--- src/rtl/instr_fetch_unit.sv ---
// -----------------------------------------------------------------------------
// instr_fetch_unit
//
// Front-end fetch stage. Holds the PC and drives the word-addressed,
// combinational-read instruction memory. Each cycle it may capture the
// returned word into a small in-order buffer. The head of that buffer is
// presented to decode. A branch/jump redirect flushes the buffer and
// restarts fetch at the new PC.
//
// Optional feature (compile-time macro FETCH_MISALIGN_TRAP_EN):
//   When the macro is defined, a redirect to a non-word-aligned target flushes
//   the buffer and parks the unit in a TRAP state. In that state the unit
//   presents one pseudo-entry, flagged on out_misalign, and then stays idle.
//   Only an aligned redirect resumes fetch.
//   When the macro is undefined, the two low bits of redirect_pc are dropped.
//
// Parameters:
//   RESET_PC  PC value loaded on reset
//   DEPTH     buffer entries (power of two, >= 2)
//
// Ports:
//   clk             system clock, rising edge
//   rst             asynchronous active-low reset
//   imem_addr       byte address to instruction memory (the PC register)
//   imem_rd         instruction word for imem_addr, combinational
//   redirect_valid  flush and restart fetch this cycle
//   redirect_pc     target byte address for the redirect
//   out_valid       head entry valid
//   out_ready       decode accepts head entry
//   out_instr       head entry instruction
//   out_pc          head entry PC
//   out_pc_plus4    out_pc + 4, modulo 2^32
//   out_misalign    head is the misaligned-redirect pseudo-entry (macro only)
//   dbg_state       current FSM state, for observation
//
// Handshake: an entry moves to decode on every rising edge where out_valid
// and out_ready are both 1. While out_valid=1 and out_ready=0, the head
// outputs hold stable. out_valid never depends on out_ready.
// -----------------------------------------------------------------------------
module instr_fetch_unit #(
  parameter logic [31:0] RESET_PC = 32'h0000_0000,
  parameter int          DEPTH    = 2
) (
  input  logic        clk,
  input  logic        rst,
  output logic [31:0] imem_addr,
  input  logic [31:0] imem_rd,
  input  logic        redirect_valid,
  input  logic [31:0] redirect_pc,
  output logic        out_valid,
  input  logic        out_ready,
  output logic [31:0] out_instr,
  output logic [31:0] out_pc,
  output logic [31:0] out_pc_plus4,
`ifdef FETCH_MISALIGN_TRAP_EN
  output logic        out_misalign,
`endif
  output logic [0:0]  dbg_state
);

  localparam int PTR_W = (DEPTH > 1) ? $clog2(DEPTH) : 1;
  localparam int CNT_W = PTR_W + 1;
  localparam logic [CNT_W-1:0] FULL_CNT = CNT_W'(DEPTH);

  typedef enum logic [0:0] {
    S_RUN  = 1'b0
`ifdef FETCH_MISALIGN_TRAP_EN
    ,
    S_TRAP = 1'b1
`endif
  } state_t;

  // ---------------------------------------------------------------------------
  // State
  // ---------------------------------------------------------------------------
  state_t             r_state;
  state_t             w_state_next;
  logic [31:0]        r_pc;
  logic [31:0]        r_pc_mem    [DEPTH];
  logic [31:0]        r_instr_mem [DEPTH];
  logic [PTR_W-1:0]   r_wr_ptr;
  logic [PTR_W-1:0]   r_rd_ptr;
  logic [CNT_W-1:0]   r_count;

`ifdef FETCH_MISALIGN_TRAP_EN
  logic               r_trap_pending;
  logic [31:0]        r_trap_pc;
  logic               w_redirect_misaligned;
`else
  logic               w_unused_redirect_lsbs;
`endif

  // ---------------------------------------------------------------------------
  // Control
  // ---------------------------------------------------------------------------
  logic               w_buf_valid;
  logic               w_full;
  logic               w_pop;
  logic               w_buf_pop;
  logic               w_push;
  logic [31:0]        w_redirect_aligned;

  assign w_buf_valid = (r_count != '0);
  assign w_full      = (r_count == FULL_CNT);
  assign w_pop       = out_valid & out_ready;
  // Only a pop of a real buffered entry moves the read side. The TRAP
  // pseudo-entry lives outside the buffer.
  assign w_buf_pop   = w_pop & w_buf_valid;
  // A pop in the same cycle frees a slot, so a full buffer still accepts a push.
  assign w_push      = (r_state == S_RUN) & ~redirect_valid & (~w_full | w_pop);

  assign w_redirect_aligned = {redirect_pc[31:2], 2'b00};

`ifdef FETCH_MISALIGN_TRAP_EN
  assign w_redirect_misaligned = redirect_valid & (redirect_pc[1:0] != 2'b00);
`else
  assign w_unused_redirect_lsbs = ^redirect_pc[1:0];
`endif

  assign imem_addr = r_pc;
  assign dbg_state = r_state;

  // ---------------------------------------------------------------------------
  // FSM
  // ---------------------------------------------------------------------------
  always_ff @(posedge clk or negedge rst) begin
    if (!rst) begin
      r_state <= S_RUN;
    end else begin
      r_state <= w_state_next;
    end
  end

  always_comb begin
    w_state_next = r_state;
    if (redirect_valid) begin
`ifdef FETCH_MISALIGN_TRAP_EN
      w_state_next = w_redirect_misaligned ? S_TRAP : S_RUN;
`else
      w_state_next = S_RUN;
`endif
    end
  end

  // ---------------------------------------------------------------------------
  // PC register
  // ---------------------------------------------------------------------------
  always_ff @(posedge clk or negedge rst) begin
    if (!rst) begin
      r_pc <= RESET_PC;
    end else if (redirect_valid) begin
`ifdef FETCH_MISALIGN_TRAP_EN
      // A misaligned target stops fetch, so the PC keeps its old value.
      if (!w_redirect_misaligned) begin
        r_pc <= w_redirect_aligned;
      end
`else
      r_pc <= w_redirect_aligned;
`endif
    end else if (w_push) begin
      r_pc <= r_pc + 32'd4;
    end
  end

  // ---------------------------------------------------------------------------
  // In-order buffer
  // ---------------------------------------------------------------------------
  always_ff @(posedge clk or negedge rst) begin
    if (!rst) begin
      r_wr_ptr <= '0;
      r_rd_ptr <= '0;
      r_count  <= '0;
      for (int i = 0; i < DEPTH; i++) begin
        r_pc_mem[i]    <= '0;
        r_instr_mem[i] <= '0;
      end
    end else if (redirect_valid) begin
      // Flush: any pop in this cycle is discarded along with the contents.
      r_wr_ptr <= '0;
      r_rd_ptr <= '0;
      r_count  <= '0;
    end else begin
      if (w_push) begin
        r_pc_mem[r_wr_ptr]    <= r_pc;
        r_instr_mem[r_wr_ptr] <= imem_rd;
        r_wr_ptr              <= r_wr_ptr + PTR_W'(1);
      end
      if (w_buf_pop) begin
        r_rd_ptr <= r_rd_ptr + PTR_W'(1);
      end
      case ({w_push, w_buf_pop})
        2'b10:   r_count <= r_count + CNT_W'(1);
        2'b01:   r_count <= r_count - CNT_W'(1);
        default: r_count <= r_count;
      endcase
    end
  end

`ifdef FETCH_MISALIGN_TRAP_EN
  // ---------------------------------------------------------------------------
  // Misaligned-redirect pseudo-entry
  // ---------------------------------------------------------------------------
  always_ff @(posedge clk or negedge rst) begin
    if (!rst) begin
      r_trap_pending <= 1'b0;
      r_trap_pc      <= '0;
    end else if (redirect_valid) begin
      r_trap_pending <= w_redirect_misaligned;
      if (w_redirect_misaligned) begin
        r_trap_pc <= redirect_pc;
      end
    end else if (w_pop && (r_state == S_TRAP)) begin
      r_trap_pending <= 1'b0;
    end
  end
`endif

  // ---------------------------------------------------------------------------
  // Head presentation. When nothing is valid, the fields read as zero, so
  // out_pc_plus4 reads 4.
  // ---------------------------------------------------------------------------
  always_comb begin
    out_valid = 1'b0;
    out_instr = '0;
    out_pc    = '0;
`ifdef FETCH_MISALIGN_TRAP_EN
    out_misalign = 1'b0;
    if (r_state == S_TRAP) begin
      out_valid    = r_trap_pending;
      out_misalign = r_trap_pending;
      out_pc       = r_trap_pending ? r_trap_pc : 32'd0;
    end else
`endif
    if (w_buf_valid) begin
      out_valid = 1'b1;
      out_instr = r_instr_mem[r_rd_ptr];
      out_pc    = r_pc_mem[r_rd_ptr];
    end
  end

  assign out_pc_plus4 = out_pc + 32'd4;

endmodule

--- config.mk ---
export PLATFORM = sky130hd
export DESIGN_NAME = instr_fetch_unit
export DESIGN_NICKNAME = d
export VERILOG_FILES = /design/src/rtl/instr_fetch_unit.sv
export SDC_FILE = /design/constraint.sdc
export NUM_CORES = 1
export LEC_CHECK = 0
export CAP_MARGIN = 20
export CORE_ASPECT_RATIO = 0.6
export CORE_UTILIZATION = 44
export DETAILED_ROUTE_END_ITERATION = 10
export MAX_ROUTING_LAYER = met4
export PLACE_DENSITY = 0.71
export SYNTH_ARGS = -nofsm -noshare
export SYNTH_HDL_FRONTEND = slang
export SYNTH_SLANG_ARGS = --single-unit
--- constraint.sdc ---
create_clock -name clk -period 3.5 [get_ports clk]
set_clock_uncertainty 0.05 [all_clocks]
set_input_delay 1.05 -clock clk [delete_from_list [all_inputs] [get_ports clk]]
set_output_delay 1.05 -clock clk [all_outputs]
set_load 0.02 [all_outputs]
-- Yosys cells after proc, flatten, opt, wreduce, memory -nomap -nowiden
Cells that the tools add are included.
Widths: inputs -> output; s select.
- bits in registers: 164
- output and inout port bits: 130
- input port bits: 68
- bitwise operators: 8
- multiplexer cells: 21
- $add $sub $neg: 6
- order comparisons: 3
- reductions and logical operators: 6
- equality and inequality tests: 3
- operator list (cell ; number):
    $mux 32 ; 11
    $bwmux 64 ; 2
    $add 32x3->32 const B ; 2
    $demux 32 s1 ; 1
    $reduce_bool 2->1 ; 3
    $mux 1 ; 5
    $eq 2x2->1 const B ; 2
    $ge 2x2->1 const B ; 2
    $not 1->2 ; 2
    $pmux 2 s2 ; 1
    $and 1x1->1 ; 3
    $reduce_bool 3->1 ; 1
    $add 1x1->1 const B ; 2
    $add 2x1->2 const B ; 1
    $eq 2x1->1 const B ; 1
    $lt 2x1->1 const B ; 1
    $mux 2 ; 1
    $not 1->1 ; 2
    $reduce_and 2->1 ; 1
    $sub 2x1->2 const B ; 1
    $logic_and 1x1->1 ; 1
    $or 1x1->1 ; 1

-- Longest topological paths before layout
- depth after elaboration: 8
- mapped depth: 13

-- Worst setup path after synthesis
OpenSTA, ideal clock, no wires.
- path type: register to output
- start: register r_rd_ptr
- end: output port out_pc_plus4[28]
- path slack: -555 ps
- path buffers: 4
- stages on the path, launching flop included: 14
- arrival: 2955 ps
- required time: 2400 ps
- cell sequence: dfrtp_1 buf_6 buf_8 buf_6 buf_2 mux2_2 nand2_1 inv_1 ha_1 o21ai_0 a211oi_1 nand4_2 nor3_1 xor2_1
- longest elaborated chain between the ends: 6
- RTL lines (item ; line ; RTL):
    start, declared ; 82 ; logic [PTR_W-1:0] r_rd_ptr;
    start signal, assigned ; 189 ; r_rd_ptr <= r_rd_ptr + PTR_W'(1);
    $not 1->2 (not written as such) ; 237 ; out_pc = r_pc_mem[r_rd_ptr];
    $mux 32 (not written as such) (3 in a row) ; 237 ;
    $mux 32 ; 234 ; if (w_buf_valid) begin
    net out_pc[2] ; 53 ; output logic [31:0] out_pc,
    $add 32x3->32 ; 241 ; assign out_pc_plus4 = out_pc + 32'd4;
    end, declared ; 54 ; output logic [31:0] out_pc_plus4,
The timed path passes the listed nets, and every way through them passes these cells. The select of a mux whose other input is x is not followed.

-- Worst setup path in the final report
- start: register r_rd_ptr
- end: output port out_pc_plus4[28]
- longest elaborated chain between the ends: 6
- RTL lines (item ; line):
    $not 1->2 (not written as such) ; 237
    $mux 32 (not written as such) (3 in a row) ; 237
    $mux 32 ; 234
    $add 32x3->32 ; 241
No other way between the ends. The select of a mux whose other input is x is not followed.

==> results.toml <==
[global_routing]
grt_pass1_wl_um = 34500
global_route.usage.total_pct = 24.4
overflow = 0
antenna_found_initial = 1
grt_pass1_vias = 6362
grt_max_degree = 66

[sta]
slew_viol_final = 0
period_minus_slack_ns = 3.76
timing.setup.tns_ns = -3.10
slew_headroom_pct = 57.8
hold_viol = 0
setup_viol = 23
holdWs_ns = 0.456
period_share_pct = 107
worst_slack_ns = -0.257
worst_pin_slew_ns = 0.633
timing.fmax_mhz = 266
rsz0062_at_grt = "true"

[clock_network]
clk_pin_slew_ns = 0.07
hold_buffers = 0
cts_buffers = 17
cts_tree = "yes"
clock_latency_ns = 0.42
clockBufferDepth = 2
cts-htree-levels = 4
clock-sinks = 158
cts_root_buf = "clkbuf_16"

[synthesis]
synthTopCellsByArea = "dfrtp_1, mux2_2, mux2i_1, xnor2_1, nor2_1"
synth_fa_ha_area_share_pct = 0.305
synthFlopType = "dfrtp_1"
synth.ff_latch_count = 158
post_synth_and_or_nand_nor_area_fraction_pct = 13.3
synth_top_family_by_area = "multiplexers"
avgSynthCellArea_um2 = 11.4
synthCells = 720
seq_area_frac_synth_pct = 48.3
async_flop_share_pct = 100
synth_top_area_share_pct = 48.3
synth_most_common_cell = "dfrtp_1"
ys.warnings.count = 0
synth_largest_area_cell = "dfrtp_1"
ys_types = 43
synth_compound_area_share_pct = 3.08
synthMuxAreaShare_pct = 24.9
synth_commonest_cells = "dfrtp_1, mux2_2, nor2_1"
netlist_area_um2 = 8190
synth-xor-area-share_pct = 6.41
synth_edf_count = 0

[cells_and_area]
drive_above_1_share_pct = 35.0
multi_input_area_um2 = 4330
syn2layout_area_growth_pct = 46.1
fin_cells = 1237
fin_nets = 1053
seq_area_um2 = 3960
num-fill-cells = 1447

[setup_path]
worstReg2RegStart = "r_count[0]$_DFFE_PN0P_"
cp-end-kind = "output pin"
path_max_fanout = 12
required_ns = 2.40
crit_type = "reg -> out"
cp-start-kind = "flop"
worst_ep_arrival_time_ns = 2.66
cp-startpoint = "r_rd_ptr$_DFFE_PN0P_"

[floorplanning]
dieArea_um2 = 19200
die_h_um = 108
core_area_um2 = 18200
chipWidth_um = 178
initial_core_util_pct = 45.1
io_pins = 198
std_cell_rows = 38

[run_status]
violations = "setup timing"
status = "finished, violations left"

[placed_design]
portBuffers = 188
hpwl_um = 15300
dp.cells = 1185
place_congestion = 0.812

[power]
power_density_nw_per_um2 = 565
p_leak_nw = 5.28
ir_worst_vdd_v = 0.000294

[drt]
wirelength_um = 22000
first_pass_iters = 4
wl_per_cell_um = 17.8
avgViaCountPerCell = 5.08
first_iter_violations = 388
ant_nets = 0
vias = 6290
drcViolationCount = 0

[hold_path]
hold_class = "reg -> reg"
min-delay-start = "r_pc_mem[30]$_DFFE_PN0P_"

[job]
drv_cap = 0
==> power by group <==
group | internal, mW | switching [mW] | total, mW | leakage (nW)
Clock | 0.985 | 0.876 | 1.86 | 0.297
Combinational | 1.22 | 1.14 | 2.36 | 3.09
Sequential | 2.23 | 0.303 | 2.54 | 1.89
Total | 4.44 | 2.32 | 6.76 | 5.28
==> cell usage in the layout (no fill, tap or decap), types with 19 or more instances in the layout <==
master,synthesis,final
buf_4,8,93
dfrtp_1,158,155
mux2i_1,61,58
o21ai_0,32,29
nor2_1,74,68
clkdlybuf4s50_1,0,142
xor2_1,26,19
nand2_1,48,45
mux2_2,127,126
xnor2_1,34,30
==> layer usage <==
metal | global-route usage, % | part of all wire, % | wire [um] | up-vias
met5 | - | 0 | 0 | -
met2 | 34.6 | 43 | 9570 | 177
met3 | 5.79 | 7.9 | 1730 | 14
li1 | - | - | - | 3020
met4 | 6.41 | 0.75 | 165 | 0
met1 | 34.6 | 48 | 10600 | 3079
==> per-stage QoR <==
| stage | utilization, % | cell area [um2] | setup slack, ns | total power [mW] |
|---|---|---|---|---|
| floorplan | - | 8380 | -0.113 | 3.83 |
| global placement | 60.3 | 11000 | -0.379 | 4.83 |
| detailed placement | 60.3 | 11000 | -0.435 | 4.88 |
| CTS | 64.8 | 11800 | -0.322 | 6.76 |
| global route | 65.9 | 12000 | -0.365 | 7.09 |
| finish | 65.9 | 12000 | -0.257 | 6.76 |
==> final timing paths <==
check / slack (ns) / cells after the start / to
setup / recovery: -0.26 / 10 / out_pc_plus4[28]
hold / removal: 0.46 / 1 / r_pc_mem[30]$_DFFE_PN0P_
setup reg to reg: 1.38 / 7 / imem_addr[21]$_DFFE_PN0P_
hold reg to reg: 0.46 / 1 / r_pc_mem[30]$_DFFE_PN0P_
max in group asynchronous: 2.11 / 2 / r_pc_mem[26]$_DFFE_PN0P_
min in group asynchronous: 0.57 / 1 / r_pc_mem[14]$_DFFE_PN0P_
==> cell families after synthesis <==
logic type,after synthesis
buf+inv,57
mux,188
other cells,1
fa+ha+maj,2
compound gates,41
flops,158
xor+xnor,60
simple gates,213
==> area by class of cell <==
| class | instances | area share [%] |
|---|---|---|
| clock buffer | 18 | 3.67 |
| multi-input combinational | 511 | 36.1 |
| inverter | 12 | 0.418 |
| antenna | 1 | 0.0209 |
| sequential | 158 | 33.1 |
| clock inverter | 14 | 1.36 |
| timing repair buffer | 283 | 22.8 |
| tap | 240 | 2.51 |
==> timing repair <==
action / in CTS / in global routing
resized for setup: 170 / 48
endpoints found under the setup margin: 56 / 60
pin swaps: 20 / 19
setup buffers: 12 / 7
==> registers in the layout (all words and copies together) (netlist names) <==
register / cells
r_wr_ptr: 1
r_instr_mem: 64
r_count: 2
imem_addr: 30
r_rd_ptr: 1
r_pc_mem: 60
==> worst max-delay path, cell delays in order, from the launching register on <==
cell and delay, ns:
dfrtp_4 0.53, buf_12 0.17, buf_4 0.16, mux2i_2 0.18, a211oi_2 0.20, buf_4 0.16, nand4_4 0.11, buf_6 0.16
nor3_4 0.20, xor2_2 0.23, buf_6 0.15
(Power assumes the default switching activity.)
